File: config.mk
export PLATFORM = sky130hd
export DESIGN_NAME = uart_rx
export DESIGN_NICKNAME = d
export VERILOG_FILES = /design/src/rtl/uart_pkg.sv /design/src/rtl/uart_baud_cnt.sv /design/src/rtl/uart_rx.sv
export SDC_FILE = /design/constraint.sdc
export NUM_CORES = 1
export LEC_CHECK = 0
export ABC_AREA = 1
export CELL_PAD_IN_SITES_DETAIL_PLACEMENT = 0
export CELL_PAD_IN_SITES_GLOBAL_PLACEMENT = 1
export CORE_AREA = 2 2 65 67
export DETAILED_ROUTE_END_ITERATION = 12
export DIE_AREA = 0 0 67 69
export GPL_ROUTABILITY_DRIVEN = 1
export PLACE_DENSITY = 0.83
export SLEW_MARGIN = 10
export SYNTH_ARGS = -nofsm -noshare
export SYNTH_HDL_FRONTEND = slang
export SYNTH_HIERARCHICAL = 1
export SYNTH_SLANG_ARGS = --single-unit
File: constraint.sdc
create_clock -name clk -period 5.52 [get_ports clk]
set_input_delay 0.552 -clock clk [delete_from_list [all_inputs] [get_ports clk]]
set_output_delay 0.552 -clock clk [all_outputs]
set_load 0.1 [all_outputs]
File: src/rtl/uart_pkg.sv
// Shared types and frame constants for the UART receiver.
package uart_pkg;

  localparam int unsigned DATA_BITS    = 8;
  localparam int unsigned BIT_IDX_W    = $clog2(DATA_BITS);
  localparam int unsigned MIN_BAUD_DIV = 4;

  typedef enum logic [2:0] {
    ST_IDLE   = 3'd0,
    ST_START  = 3'd1,
    ST_DATA   = 3'd2,
    ST_PARITY = 3'd3,
    ST_STOP   = 3'd4
  } uart_state_e;

  // Clock cycles per bit, truncated.
  function automatic int unsigned baud_div(input int unsigned clk_hz, input int unsigned baud);
    return clk_hz / baud;
  endfunction

endpackage

File: src/rtl/uart_baud_cnt.sv
// Bit-period down-counter: load half or full period, tick when it reaches zero.
module uart_baud_cnt #(
  parameter int unsigned BAUD_DIV = 434
) (
  input  logic clk,
  input  logic reset_n,
  input  logic load_half_i,
  input  logic load_full_i,
  output logic tick_c
);

  localparam int unsigned CW = $clog2(BAUD_DIV);

  logic [CW-1:0] cnt_q, cnt_d;

  always_comb begin
    cnt_d = cnt_q;
    if (load_full_i) begin
      cnt_d = CW'(BAUD_DIV - 1);
    end else if (load_half_i) begin
      cnt_d = CW'(BAUD_DIV / 2 - 1);
    end else if (cnt_q != '0) begin
      cnt_d = cnt_q - CW'(1);
    end
  end

  always_ff @(posedge clk or negedge reset_n) begin
    if (!reset_n) begin
      cnt_q <= '0;
    end else begin
      cnt_q <= cnt_d;
    end
  end

  assign tick_c = (cnt_q == '0);

endmodule

File: src/rtl/uart_rx.sv
// 8N1 UART receiver with valid/ready output and overrun/framing pulses.
// Define UART_RX_PARITY_EN to add an even-parity bit and the parity_err output.
module uart_rx
  import uart_pkg::*;
#(
  parameter int unsigned CLK_HZ = 50000000,
  parameter int unsigned BAUD   = 115200
) (
  input  logic                 clk,
  input  logic                 reset_n,
  input  logic                 rxd,
  output logic [DATA_BITS-1:0] rx_data,
  output logic                 rx_valid,
  input  logic                 rx_ready,
  output logic                 frame_err,
  output logic                 overrun,
`ifdef UART_RX_PARITY_EN
  output logic                 parity_err,
`endif
  output logic                 busy
);

  localparam int unsigned BAUD_DIV = baud_div(CLK_HZ, BAUD);

  if (BAUD_DIV < MIN_BAUD_DIV) begin : g_div_check
    $error("uart_rx: CLK_HZ/BAUD must be at least 4");
  end

  uart_state_e            state_q, state_d;
  logic                   rxd_q;
  logic                   rxd_vld_q;
  logic [BIT_IDX_W-1:0]   bit_idx_q, bit_idx_d;
  logic [DATA_BITS-1:0]   shift_q, shift_d;
  logic [DATA_BITS-1:0]   data_q, data_d;
  logic                   valid_q, valid_d;
  logic                   ferr_q, ferr_d;
  logic                   ovr_q, ovr_d;
  logic                   busy_q, busy_d;
  logic                   load_half, load_full, tick, done_c;
`ifdef UART_RX_PARITY_EN
  logic                   par_bad_q, par_bad_d;
  logic                   perr_q, perr_d;
`endif

  uart_baud_cnt #(
    .BAUD_DIV(BAUD_DIV)
  ) u_baud_cnt (
    .clk        (clk),
    .reset_n    (reset_n),
    .load_half_i(load_half),
    .load_full_i(load_full),
    .tick_c     (tick)
  );

  // Frame sequencing and output handshake.
  always_comb begin
    state_d   = state_q;
    bit_idx_d = bit_idx_q;
    shift_d   = shift_q;
    data_d    = data_q;
    valid_d   = valid_q & ~rx_ready;
    ferr_d    = 1'b0;
    ovr_d     = 1'b0;
    load_half = 1'b0;
    load_full = 1'b0;
    done_c    = 1'b0;
`ifdef UART_RX_PARITY_EN
    par_bad_d = par_bad_q;
    perr_d    = 1'b0;
`endif

    case (state_q)
      ST_IDLE: begin
        // rxd_vld_q keeps the reset value of rxd_q from posing as a real high level
        if (rxd_vld_q && rxd_q && !rxd) begin
          state_d   = ST_START;
          load_half = 1'b1;
        end
      end
      ST_START: begin
        if (tick) begin
          if (rxd) begin
            state_d = ST_IDLE;
          end else begin
            state_d   = ST_DATA;
            bit_idx_d = '0;
            load_full = 1'b1;
          end
        end
      end
      ST_DATA: begin
        if (tick) begin
          shift_d   = {rxd, shift_q[DATA_BITS-1:1]};
          load_full = 1'b1;
          if (bit_idx_q == BIT_IDX_W'(DATA_BITS - 1)) begin
`ifdef UART_RX_PARITY_EN
            state_d = ST_PARITY;
`else
            state_d = ST_STOP;
`endif
          end else begin
            bit_idx_d = bit_idx_q + BIT_IDX_W'(1);
          end
        end
      end
`ifdef UART_RX_PARITY_EN
      ST_PARITY: begin
        if (tick) begin
          par_bad_d = rxd ^ (^shift_q);
          load_full = 1'b1;
          state_d   = ST_STOP;
        end
      end
`endif
      ST_STOP: begin
        if (tick) begin
          state_d = ST_IDLE;
          if (rxd) begin
            done_c = 1'b1;
          end else begin
            ferr_d = 1'b1;
          end
        end
      end
      default: state_d = ST_IDLE;
    endcase

    if (done_c) begin
      if (valid_q && !rx_ready) begin
        ovr_d = 1'b1;
      end else begin
        data_d  = shift_q;
        valid_d = 1'b1;
`ifdef UART_RX_PARITY_EN
        perr_d  = par_bad_q;
`endif
      end
    end

    busy_d = (state_d != ST_IDLE);
  end

  always_ff @(posedge clk or negedge reset_n) begin
    if (!reset_n) begin
      state_q   <= ST_IDLE;
      rxd_q     <= 1'b1;
      rxd_vld_q <= 1'b0;
      bit_idx_q <= '0;
      shift_q   <= '0;
      data_q    <= '0;
      valid_q   <= 1'b0;
      ferr_q    <= 1'b0;
      ovr_q     <= 1'b0;
      busy_q    <= 1'b0;
`ifdef UART_RX_PARITY_EN
      par_bad_q <= 1'b0;
      perr_q    <= 1'b0;
`endif
    end else begin
      state_q   <= state_d;
      rxd_q     <= rxd;
      rxd_vld_q <= 1'b1;
      bit_idx_q <= bit_idx_d;
      shift_q   <= shift_d;
      data_q    <= data_d;
      valid_q   <= valid_d;
      ferr_q    <= ferr_d;
      ovr_q     <= ovr_d;
      busy_q    <= busy_d;
`ifdef UART_RX_PARITY_EN
      par_bad_q <= par_bad_d;
      perr_q    <= perr_d;
`endif
    end
  end

  assign rx_data   = data_q;
  assign rx_valid  = valid_q;
  assign frame_err = ferr_q;
  assign overrun   = ovr_q;
  assign busy      = busy_q;
`ifdef UART_RX_PARITY_EN
  assign parity_err = perr_q;
`endif

endmodule

# After elaboration in Yosys (flattened, before gate mapping)
# Index checks and enable logic that the tools add are counted.
# classes
n_addsub	2
n_eq_ne	8
mux	29
n_bitwise	3
reduce_logical	14
# op_table
operator	n
two-way mux 3 bit	9
two-way mux 9 bit	3
two-way mux 1 bit	13
case mux 3 bit (4 select lines)	1
logical NOT 9 bit	1
nonzero test 9 bit	1
subtractor 9 x 1 -> 9 bit (second input constant)	1
inequality test 2 bit (second input constant)	4
equality test 3 bit (second input constant)	2
case mux 3 bit (2 select lines)	1
nonzero test 3 bit	2
AND reduction 5 bit	1
AND reduction 2 bit	2
adder 3 x 1 -> 3 bit (second input constant)	1
equality test 3 x 1 -> 1 bit (second input constant)	1
equality test 3 x 2 -> 1 bit (second input constant)	1
logical AND 1 bit	3
logical NOT 3 bit	1
logical NOT 1 bit	2
two-way mux 2 bit	1
inverter 1 bit	2
case mux 1 bit (2 select lines)	1
nonzero test 2 bit	1
AND 1 bit	1
# totals
reg_bits	37
in_bits	4
output_inout_bits	12
word_cells	67

# Depth between registers and ports, before layout
# Gate-level depths: netlist of the first run.
# depth
word_depth	6
depth_mapped	14

# Cells and area by module
# Netlist of the first run, hierarchy kept.
# modules_own_cells
module	n_inst	cells_each	area_per_inst_um2	seq_area_each_um2
uart_rx	1	125	1158.6	701.9
uart_baud_cnt	1	78	596.8	225.2

# Least setup slack after synthesis of the first run
# Ideal clock, no wire load.
# synth_timing
path_kind	reg2reg
start	register u_baud_cnt.cnt_q[0]
end	register u_baud_cnt.cnt_q[6]
t_arrival_ns	1.941
required_time_ns	5.449
path_slack_ns	3.508
stages_incl_launch_ff	15
path_buffers	0
synth_period_minus_slack_ns	2.012
cell_sequence	dfrtp_1 -> inv_1 -> ha_1 -> nand2_1 -> nor2_1 -> nand3_2 -> inv_1 -> inv_1 -> nor2_1 -> nand3_1 -> nand2_1 -> nor2_1 -> nand3_4 -> nand2_2 -> nor2_1
# synth_via
elab_chain_cells	4
elab_cells_between_ends	10
# synth_rtl
element	line_no	source
start: declaration	uart_baud_cnt.sv:14	logic [CW-1:0] cnt_q, cnt_d;
start signal: assignment	uart_baud_cnt.sv:31	cnt_q <= cnt_d;
logical NOT 9 bit (*)	uart_baud_cnt.sv:35	assign tick_c = (cnt_q == '0);
named net tick	uart_rx.sv:39	logic load_half, load_full, tick, done_c;
two-way mux 1 bit (on tied branches)	uart_rx.sv:92, uart_rx.sv:81	
case mux 1 bit (2 select lines) (*)	uart_rx.sv:72	case (state_q)
named net load_full	uart_rx.sv:39	
nonzero test 3 bit (no line) or two-way mux 9 bit (tied branches)	--	
# The timed path passes the listed nets; every way through them passes the cells marked *. The select of a mux whose other input is x is not followed.
# A chain may end at the register's enable or synchronous reset.

# Final worst setup path of the first run
# layout_timing
start	register u_baud_cnt.cnt_q[0]
end	register u_baud_cnt.cnt_q[4]
# The elaborated chain is that of the path after synthesis.

==> results.md, run 1 <==
* Startpoint Class: flop
* GR Util All Layers at 15.2%
* Synthesized area at 0.00176 sq mm
* Clock transition at the registers of the reported paths at 70 ps
* Top cells by area, synth: dfrtp_1 (51%), nand2_1 (10%), inv_1 (6.6%)
* Worst-Margin Slew at 980 ps
* Post-DRT Antenna Nets at 0
* RePlAce Congestion at 0.811
* Non-Filler Instances at 274
* Post-Route WL at 3.05 mm
* Max VDD drop at 174 uV
* Setup crit end kind: flop
* Grt ovf at 0
* IO Pins at 16
* Iteration-0 DRC Markers at 61
* Share of flip-flops with an asynchronous set or reset at 100%
* H-tree levels at 2
* Pleak at 1.02 nW
* Reg2reg path depth at 12
* Period utilization at 48.3%
* Final setup fails at 0
* Syn nets at 210
* Post-synthesis cell type count at 23
* Worst Clk Skew at 6.94 ps
* Final hold vios at 0
* Via count at 1,298
* Clock latency on the worst-skew pair at 290 ps
* Core footprint at 0.00391 sq mm
* Cell Area, Placed at 0.00195 sq mm
* CTS max path bufs at 2
* Area Overhead vs Synth at 15.9%
* #FFs+latches synth at 37
* Synth top area share at 51.3%
* Fin crit period at 2670 ps
* Sequential-to-total area share from yosys stat at 52.8%
* Warnings, synthesis at 6
* Fmax at 375 MHz
* Ys flop type: dfrtp_1
* DIE AREA at 0.00462 sq mm
* Drt first pass iters at 5
* Max FO, Critical Path at 15
* Share of cells above drive strength 1 at 12.5%
* Mean Syn Cell Area at 8.65 sq um
* Max Cap Viol at 0
* Total negative slack at 0 ps
* Die Span Y at 69 microns
* Row count at 23
* NumNets Final at 230
* Starting density of the core at 44.9%
* Post-CTS setup buffers at 0
* EDFF count, synth at 0
* TritonCTS clock tree: yes
* Final WS setup at 2850 ps
* RSZ-0062 raised after global routing: false
* Clock Root Buffer: clkbuf_8
* Crit path required time at 5750 ps
* Port bufs at 15
* DR WL/cell at 11.1 microns
* Worst slack, placed at 2870 ps
* Crit path kind: reg -> reg
* Area leader, netlist: dfrtp_1
* Largest net degree at the start of global routing at 38
* Status: finished, final reports clean
* Die Span X at 67 microns
* Post-cts hold buffer count at 0
* Final Cell Area at 0.00203 sq mm
* Critical path arrival at 2900 ps
* Slew HR at 34.5%
* Antenna violations before repair at 0
* CTS Buf Count at 5
* DR vias/cell at 4.74
* DRC Markers at 0
* Vias in the first global route at 1,206
* Clock Sinks at 37
* # fillers at 388
* Cells after synthesis at 203
* First-pass GRT wire length at 5.33 mm
* HPWL after DPL at 2.27 mm
* Power Density at 370 mW/mm^2
* CTS resizes at 0
* Worst Hold Class: in -> async
* Fin. max-slew vios at 0
* # placed instances at 266
* Antenna diodes at 0
* Hold Slack at 339 ps
-- flip-flops by register name (all words and copies together), names as in the netlist, 3 cells and up --
register          flops
bit_idx_q             3
rx_data               8
shift_q               8
state_q               3
u_baud_cnt/cnt_q      9
-- metal layers --
layer	GRT usage (%)	part of all wire, %	wire [microns]	up-vias
li1	-	-	-	675
met3	3.43	3.4	105	7
met5	0	0	0	-
met1	20.8	51	1540	592
met2	22.8	44	1340	24
met4	6.80	2.0	62	0
-- per-stage QoR --
step | power [mW] | util (%)
2_1_floorplan | 0.520 | -
3_3_place_gp | 0.574 | 49.7
3_5_place_dp | 0.570 | 49.7
4_1_cts | 0.758 | 52.0
5_1_grt | 0.801 | 52.0
6_report | 0.752 | 52.0
-- cell usage in the layout (no fill, tap or decap), drive strengths merged --
cell           synthesis  routed
nor3                   2       2
clkinvlp               0       2
nand4                  6       6
ha                     3       3
clkbuf                 0       6
clkdlybuf4s50          0      14
o21ai                 19      19
xor2                   1       1
dfrtp                 36      36
nand2                 53      53
buf                    2       1
nand3                 18      18
inv                   31      31
nor2                  28      28
dfstp                  1       1
conb                   1       1
a21oi                  2       2
-- synthesized netlist by cell type (2+ instances only) --
cell and count:
a21oi_1 2, dfrtp_1 36, ha_1 3, inv_1 31
nand2_1 49, nand2_2 2, nand2_4 2, nand3_1 16
nand4_1 6, nor2_1 23, nor2_2 3, nor3_1 2
o21ai_0 11, o21ai_2 8
-- layout make-up --
type,instances,area (sq um),share of cell area [%]
sequential,37,927,45.6
multi-input combinational,133,696,34.2
timing repair buffer,15,145,7.13
inverter,31,116,5.72
clock buffer,6,72.6,3.57
tap,50,62.6,3.08
clock inverter,2,15.0,0.738
-- worst max-delay path, cell delays in order, from the launching register on --
cell and delay [ps]:
dfrtp_1 400, inv_1 140, ha_1 310, nand2_1 80, nor2_1 120, nand3_2 140
inv_1 160, nand4_1 430, nand2_1 370, inv_1 190, nand4_1 140, nand2_1 60
inv_1 50
-- path summary, 6_finish.rpt --
path / start / endpoint / slack (ps)
min in group clk: rx_data[0] / rx_data[0] / 470
hold reg to reg: rx_data[0] / rx_data[0] / 470
hold / removal: reset_n / rx_data[5] / 340
max in group asynchronous: reset_n / u_baud_cnt/cnt_q[8] / 4670
setup / recovery: u_baud_cnt/cnt_q[0] / u_baud_cnt/cnt_q[4] / 2850
setup reg to reg: u_baud_cnt/cnt_q[0] / u_baud_cnt/cnt_q[4] / 2850
-- kinds of logic (layout without fill, tap and decap cells) --
group,count (synthesis),count (layout),synth area share (%)
simple gates,107,107,29.1
flops,37,37,52.8
buf+inv,33,54,7.55
compound gates,21,21,7.70
fa+ha+maj,3,3,2.14
other cells,1,1,0.214
xor+xnor,1,1,0.499
-- power breakdown --
group          switching (mW)  total, mW  internal (mW)
sequential             0.0364      0.348          0.311
combinational           0.146      0.219         0.0732
clock                  0.0965      0.185         0.0889
total                   0.279      0.752          0.473
(Power assumes the default switching activity.)
==> inputs of run 2 (changes only) <==
--- a/config.mk
+++ b/config.mk
@@ -8,11 +8,11 @@
 export ABC_AREA = 1
 export CELL_PAD_IN_SITES_DETAIL_PLACEMENT = 0
 export CELL_PAD_IN_SITES_GLOBAL_PLACEMENT = 1
-export CORE_AREA = 2 2 65 67
+export CORE_AREA = 2 2 67 69
 export DETAILED_ROUTE_END_ITERATION = 12
-export DIE_AREA = 0 0 67 69
+export DIE_AREA = 0 0 69 71
 export GPL_ROUTABILITY_DRIVEN = 1
-export PLACE_DENSITY = 0.83
+export PLACE_DENSITY = 0.79
 export SLEW_MARGIN = 10
 export SYNTH_ARGS = -nofsm -noshare
 export SYNTH_HDL_FRONTEND = slang
==> constraint.sdc (replaced) <==
create_clock -name clk -period 2.69 [get_ports clk]
set_input_delay 0.269 -clock clk [delete_from_list [all_inputs] [get_ports clk]]
set_output_delay 0.269 -clock clk [all_outputs]
set_load 0.1 [all_outputs]
==> run 2 against run 1 <==
Net effect: maximum frequency increased by 15%; setup slack got worse by 2500 ps; clock skew increased by 3.4 ps; non-clock buffer count increased by 1.
==> results.md, run 2 (synthesized netlist as in run 1, its figures left out) <==
* HPWL after DPL at 2.23 mm (-1.7%)
* Post-layout util at 48.0% (-4.0 points)
* H-tree levels at 2 (unchanged)
* Row count at 24 (+4.3%)
* Max FO, Critical Path at 7 (-8)
* Final Cell Area at 0.00202 sq mm (-0.80%)
* Final WS setup at 376 ps (-2480 ps)
* First-pass GRT wire length at 5.67 mm (+6.3%)
* Antenna diodes at 0 (unchanged)
* Max reg flops at 9 (unchanged)
* NumNets Final at 231 (+0.43%)
* Die Span Y at 71 microns (+2.9%)
* Core footprint at 0.00420 sq mm (+7.4%)
* Tot Pwr at 1.55 mW (+110%)
* Antenna violations before repair at 0 (unchanged)
* Setup crit end kind: flop
* CTS resizes at 0 (unchanged)
* Power Density at 770 mW/mm^2 (+110%)
* Crit path required time at 2920 ps (-2830 ps)
* DR vias/cell at 4.76 (+0.52%)
* Fin crit period at 2310 ps (-353 ps)
* Worst slack, placed at 375 ps (-2500 ps)
* Final setup fails at 0 (unchanged)
* Iteration-0 DRC Markers at 61 (unchanged)
* Fmax at 432 MHz (+15%)
* Reg2reg path depth at 14 (+2)
* Post-DRT Antenna Nets at 0 (unchanged)
* Slew HR at 47.7% (+13 points)
* Post-cts hold buffer count at 0 (unchanged)
* Die Span X at 69 microns (+3.0%)
* IO Pins at 16 (unchanged)
* Clock Sinks at 37 (unchanged)
* Fin. max-slew vios at 0 (unchanged)
* DRC Markers at 0 (unchanged)
* Grt ovf at 0 (unchanged)
* Post-CTS setup buffers at 0 (unchanged)
* Area Overhead vs Synth at 15.0%
* Most frequent cells in the layout: nand2_1 (49), dfrtp_1 (36), inv_1 (31)
* CTS Buf Count at 5 (unchanged)
* DIE AREA at 0.00490 sq mm (+6.0%)
* Worst Hold Class: in -> async
* Max Cap Viol at 0 (unchanged)
* Final hold vios at 0 (unchanged)
* Largest net degree at the start of global routing at 38 (unchanged)
* TritonCTS clock tree: yes
* Largest Register: u_baud_cnt/cnt_q
* Total negative slack at 0 ps (unchanged)
* DR WL/cell at 11.3 microns (+1.6%)
* Via count at 1,319 (+1.6%)
* Port bufs at 15 (unchanged)
* Crit path launch: u_baud_cnt/cnt_q[0]
* Status: finished, final reports clean
* Startpoint Class: flop
* Worst r2r dst: u_baud_cnt/cnt_q[6]
* Non-Filler Instances at 277 (+1.1%)
* Worst Clk Skew at 10.3 ps (+3.36 ps)
* Period utilization at 86.0% (+38 points)
* Critical Path End: u_baud_cnt/cnt_q[6]
* GR Util All Layers at 14.7% (-0.52 points)
* Max VDD drop at 470 uV (+170%)
* Drt first pass iters at 4 (-1)
* RSZ-0062 raised after global routing: false
* Flop2flop setup slack at 380 ps (-2480 ps)
* Clock latency on the worst-skew pair at 300 ps (about the same)
* Post-Route WL at 3.14 mm (+2.8%)
* Clock Root Buffer: clkbuf_8
* Pleak at 1.06 nW (+3.7%)
* Starting density of the core at 41.8% (-3.1 points)
* Critical path arrival at 2550 ps (-350 ps)
* Share of cells above drive strength 1 at 18.7% (+6.2 points)
* Commonest non-fill, non-tap cell in the layout: nand2_1
* Worst-Margin Slew at 784 ps (-196 ps)
* Clock transition at the registers of the reported paths at 80 ps (about the same)
* # placed instances at 269 (+1.1%)
* CTS max path bufs at 2 (unchanged)
* Origin of the critical flop-to-flop path: u_baud_cnt/cnt_q[0]
* Crit path kind: reg -> reg
* Vias in the first global route at 1,322 (+9.6%)
* RePlAce Congestion at 0.837 (+3.2%)
* Hold Slack at 43.7 ps (-296 ps)
* Cell Area, Placed at 0.00193 sq mm (-1.0%)
## run 2: worst min-delay path by stage
stage	from	endpoint	slack, ps	depth (start not counted)
2_1_floorplan	reset_n	bit_idx_q[0]	-30	0
3_3_place_gp	reset_n	shift_q[7]	410	1
3_5_place_dp	reset_n	shift_q[7]	410	1
4_1_cts	reset_n	shift_q[4]	90	1
5_1_grt	reset_n	state_q[0]	130	1
6_report	reset_n	shift_q[4]	40	1
## run 2: critical path, cell delays in order, from the launching register on
cell and delay (ps):
dfrtp_1 400, inv_1 130, ha_1 310, nand2_1 80, nor2_1 110, nand3_2 150, inv_1 160, inv_1 90
nor2_1 110, nand3_1 120, nand2_1 200, nor2_1 130, nand3_4 110, nand2_2 60, nor2_1 100
## run 2: cell type report
class	count	area, sq um
Fill cell	417	2190
Sequential cell	37	927
Multi-Input combinational cell	133	696
Timing Repair Buffer	16	123
Inverter	31	116
Clock buffer	5	68.8
Tap cell	52	65.1
Clock inverter	3	22.5
## run 2: where the power goes
group          internal [mW]  switching, mW
Sequential             0.638         0.0798
Combinational          0.147          0.288
Clock                  0.184          0.216
Total                  0.969          0.584
## run 2: routing by layer
metal | vias up | track usage [%] | part of all wire, %
met2 | 23 | 22.8 | 45
li1 | 678 | - | -
met5 | - | 0 | 0
met1 | 610 | 18.3 | 49
met4 | 0 | 10.5 | 3.1
met3 | 8 | 3.13 | 3.5
==> inputs of run 3 (changes only) <==
--- a/config.mk
+++ b/config.mk
@@ -8,11 +8,11 @@
 export ABC_AREA = 1
 export CELL_PAD_IN_SITES_DETAIL_PLACEMENT = 0
 export CELL_PAD_IN_SITES_GLOBAL_PLACEMENT = 1
-export CORE_AREA = 2 2 67 69
+export CORE_AREA = 2 2 65 67
 export DETAILED_ROUTE_END_ITERATION = 12
-export DIE_AREA = 0 0 69 71
+export DIE_AREA = 0 0 67 69
 export GPL_ROUTABILITY_DRIVEN = 1
-export PLACE_DENSITY = 0.79
+export PLACE_DENSITY = 0.83
 export SLEW_MARGIN = 10
 export SYNTH_ARGS = -nofsm -noshare
 export SYNTH_HDL_FRONTEND = slang
==> constraint.sdc (replaced) <==
create_clock -name clk -period 3 [get_ports clk]
set_input_delay 0.3 -clock clk [delete_from_list [all_inputs] [get_ports clk]]
set_output_delay 0.3 -clock clk [all_outputs]
set_load 0.1 [all_outputs]
==> run 3 against run 2 <==
Net effect: sequential power decreased by 10%; clock skew decreased by 4.6 ps; wire length decreased by 8.0%; critical path depth unchanged; die area decreased by 5.6%; hold slack improved by 42 ps; count of clock-buffer cells in the layout increased by 1; setup slack improved by 350 ps; critical path type unchanged; critical endpoint unchanged.
==> results.md, run 3 (synthesized netlist as in run 1, its figures left out) <==
* Crit path required time at 3220 ps (+300 ps)
* Met3 wire length at 97 microns (-11%)
* Commonest non-fill, non-tap cell in the layout: nand2_1
* Crit path launch: u_baud_cnt/cnt_q[0]
* Starting density of the core at 44.9% (+3.1 points)
* Fin. max-slew vios at 0 (unchanged)
* NumNets Final at 231 (unchanged)
* Wire length on met1 at 1.41 mm (-7.7%)
* Max reg flops at 9 (unchanged)
* Non-Filler Instances at 275 (-0.72%)
* GR Util All Layers at 14.9% (+0.25 points)
* CTS max path bufs at 2 (unchanged)
* Top routing layer in use: met4
* Worst-Margin Slew at 960 ps (+176 ps)
* Status: finished, final reports clean
* RSZ-0062 raised after global routing: false
* Met2 wire length at 1.35 mm (-4.3%)
* Core footprint at 0.00391 sq mm (-6.9%)
* Clock transition at the registers of the reported paths at 70 ps (about the same)
* Final hold vios at 0 (unchanged)
* TritonCTS clock tree: yes
* # placed instances at 267 (-0.74%)
* Origin of the critical flop-to-flop path: u_baud_cnt/cnt_q[0]
* Max FO, Critical Path at 7 (unchanged)
* Fmax at 440 MHz (+1.8%)
* Worst Clk Skew at 5.74 ps (-4.56 ps)
* Largest net degree at the start of global routing at 38 (unchanged)
* Critical path arrival at 2490 ps (-60 ps)
* DR WL/cell at 10.5 microns (-7.3%)
* IO Pins at 16 (unchanged)
* Setup crit end kind: flop
* Clock Root Buffer: clkbuf_8
* Post-DRT Antenna Nets at 0 (unchanged)
* Die Span Y at 69 microns (-2.8%)
* Largest Register: u_baud_cnt/cnt_q
* RePlAce Congestion at 0.841 (+0.50%)
* Power Density at 675 mW/mm^2 (-12%)
* DIE AREA at 0.00462 sq mm (-5.6%)
* Post-layout util at 51.9% (+3.8 points)
* First-pass GRT wire length at 5.30 mm (-6.6%)
* HPWL after DPL at 2.18 mm (-2.4%)
* Period utilization at 75.8% (-10 points)
* Final setup fails at 0 (unchanged)
* Antenna diodes at 0 (unchanged)
* Clock Sinks at 37 (unchanged)
* Fin crit period at 2270 ps (-40.8 ps)
* Cell Area, Placed at 0.00194 sq mm (+0.78%)
* CTS Buf Count at 5 (unchanged)
* Iteration-0 DRC Markers at 78 (+28%)
* Vias in the first global route at 1,236 (-6.5%)
* Final Cell Area at 0.00203 sq mm (+0.56%)
* Clock latency on the worst-skew pair at 290 ps (about the same)
* Max VDD drop at 325 uV (-31%)
* CTS resizes at 0 (unchanged)
* Crit path kind: reg -> reg
* Worst Hold Class: in -> async
* Port bufs at 15 (unchanged)
* Post-Route WL at 2.89 mm (-8.0%)
* Share of cells above drive strength 1 at 15.1% (-3.6 points)
* Max Cap Viol at 0 (unchanged)
* H-tree levels at 2 (unchanged)
* Row count at 23 (-4.2%)
* Total negative slack at 0 ps (unchanged)
* Antenna violations before repair at 0 (unchanged)
* Tot Pwr at 1.37 mW (-12%)
* Die Span X at 67 microns (-2.9%)
* Post-CTS setup buffers at 0 (unchanged)
* Grt ovf at 0 (unchanged)
* Reg2reg path depth at 14 (unchanged)
* Post-cts hold buffer count at 0 (unchanged)
* DR vias/cell at 4.72 (-0.88%)
* DRC Markers at 0 (unchanged)
* Slew HR at 35.8% (-12 points)
* Most frequent cells in the layout: nand2_1 (49), dfrtp_1 (36), inv_1 (31)
* Area Overhead vs Synth at 15.6%
* Startpoint Class: flop
* Drt first pass iters at 4 (unchanged)
* Via count at 1,298 (-1.6%)
* Pleak at 1.04 nW (-2.4%)
## run 3: cell count changes in the layout (fill, tap and decap cells not counted)
cell / delta
buf_4: -7
clkdlybuf4s50_1: +7
clkinv_4: -2
clkinvlp_4: +2
clkbuf_1: +1
clkinv_2: -1
## run 3: path summary, 6_finish.rpt
check	endpoint	slack, ps
worst max-delay path	u_baud_cnt/cnt_q[6]	730
worst min-delay path	rx_data[7]	90
worst max register to register	u_baud_cnt/cnt_q[6]	730
worst min register to register	rx_data[0]	470
max in group asynchronous	u_baud_cnt/cnt_q[8]	2420
min in group clk	rx_data[0]	470
## run 3: stage by stage
| step | setup WS, ps | hold slack [ps] |
|---|---|---|
| floorplan | 988 | 4.41 |
| CTS | 725 | 112 |
| finish | 727 | 86.0 |
| global route | 440 | 158 |
| detailed placement | 738 | 431 |
| global placement | 806 | 440 |
## run 3: worst max-delay path, stage by stage, from the launching register on
cell and delay [ps]:
dfrtp_1 400, inv_1 130, ha_1 310, nand2_1 80
nor2_1 110, nand3_2 150, inv_1 160, inv_1 100
nor2_1 90, nand3_1 100, nand2_1 190, nor2_1 130
nand3_4 110, nand2_2 60, nor2_1 90
## run 3: metal layers
layer | vias up | global-route usage (%)
met2 | 17 | 22.9
met3 | 6 | 4.40
met1 | 595 | 19.2
met4 | 0 | 6.80
li1 | 680 | -
met5 | - | 0
## run 3: area by class of cell
cell class	instances	area, sq um
Fill cell	394	1880
Sequential cell	37	927
Multi-Input combinational cell	133	696
Timing Repair Buffer	16	140
Inverter	31	116
Clock buffer	6	72.6
Tap cell	50	62.6
Clock inverter	2	15.0
## run 3: power by group
group	leakage (nW)	switching (mW)	total [mW]	internal (mW)
Clock	0.0374	0.172	0.336	0.163
Sequential	0.478	0.0699	0.643	0.573
Combinational	0.522	0.259	0.392	0.132
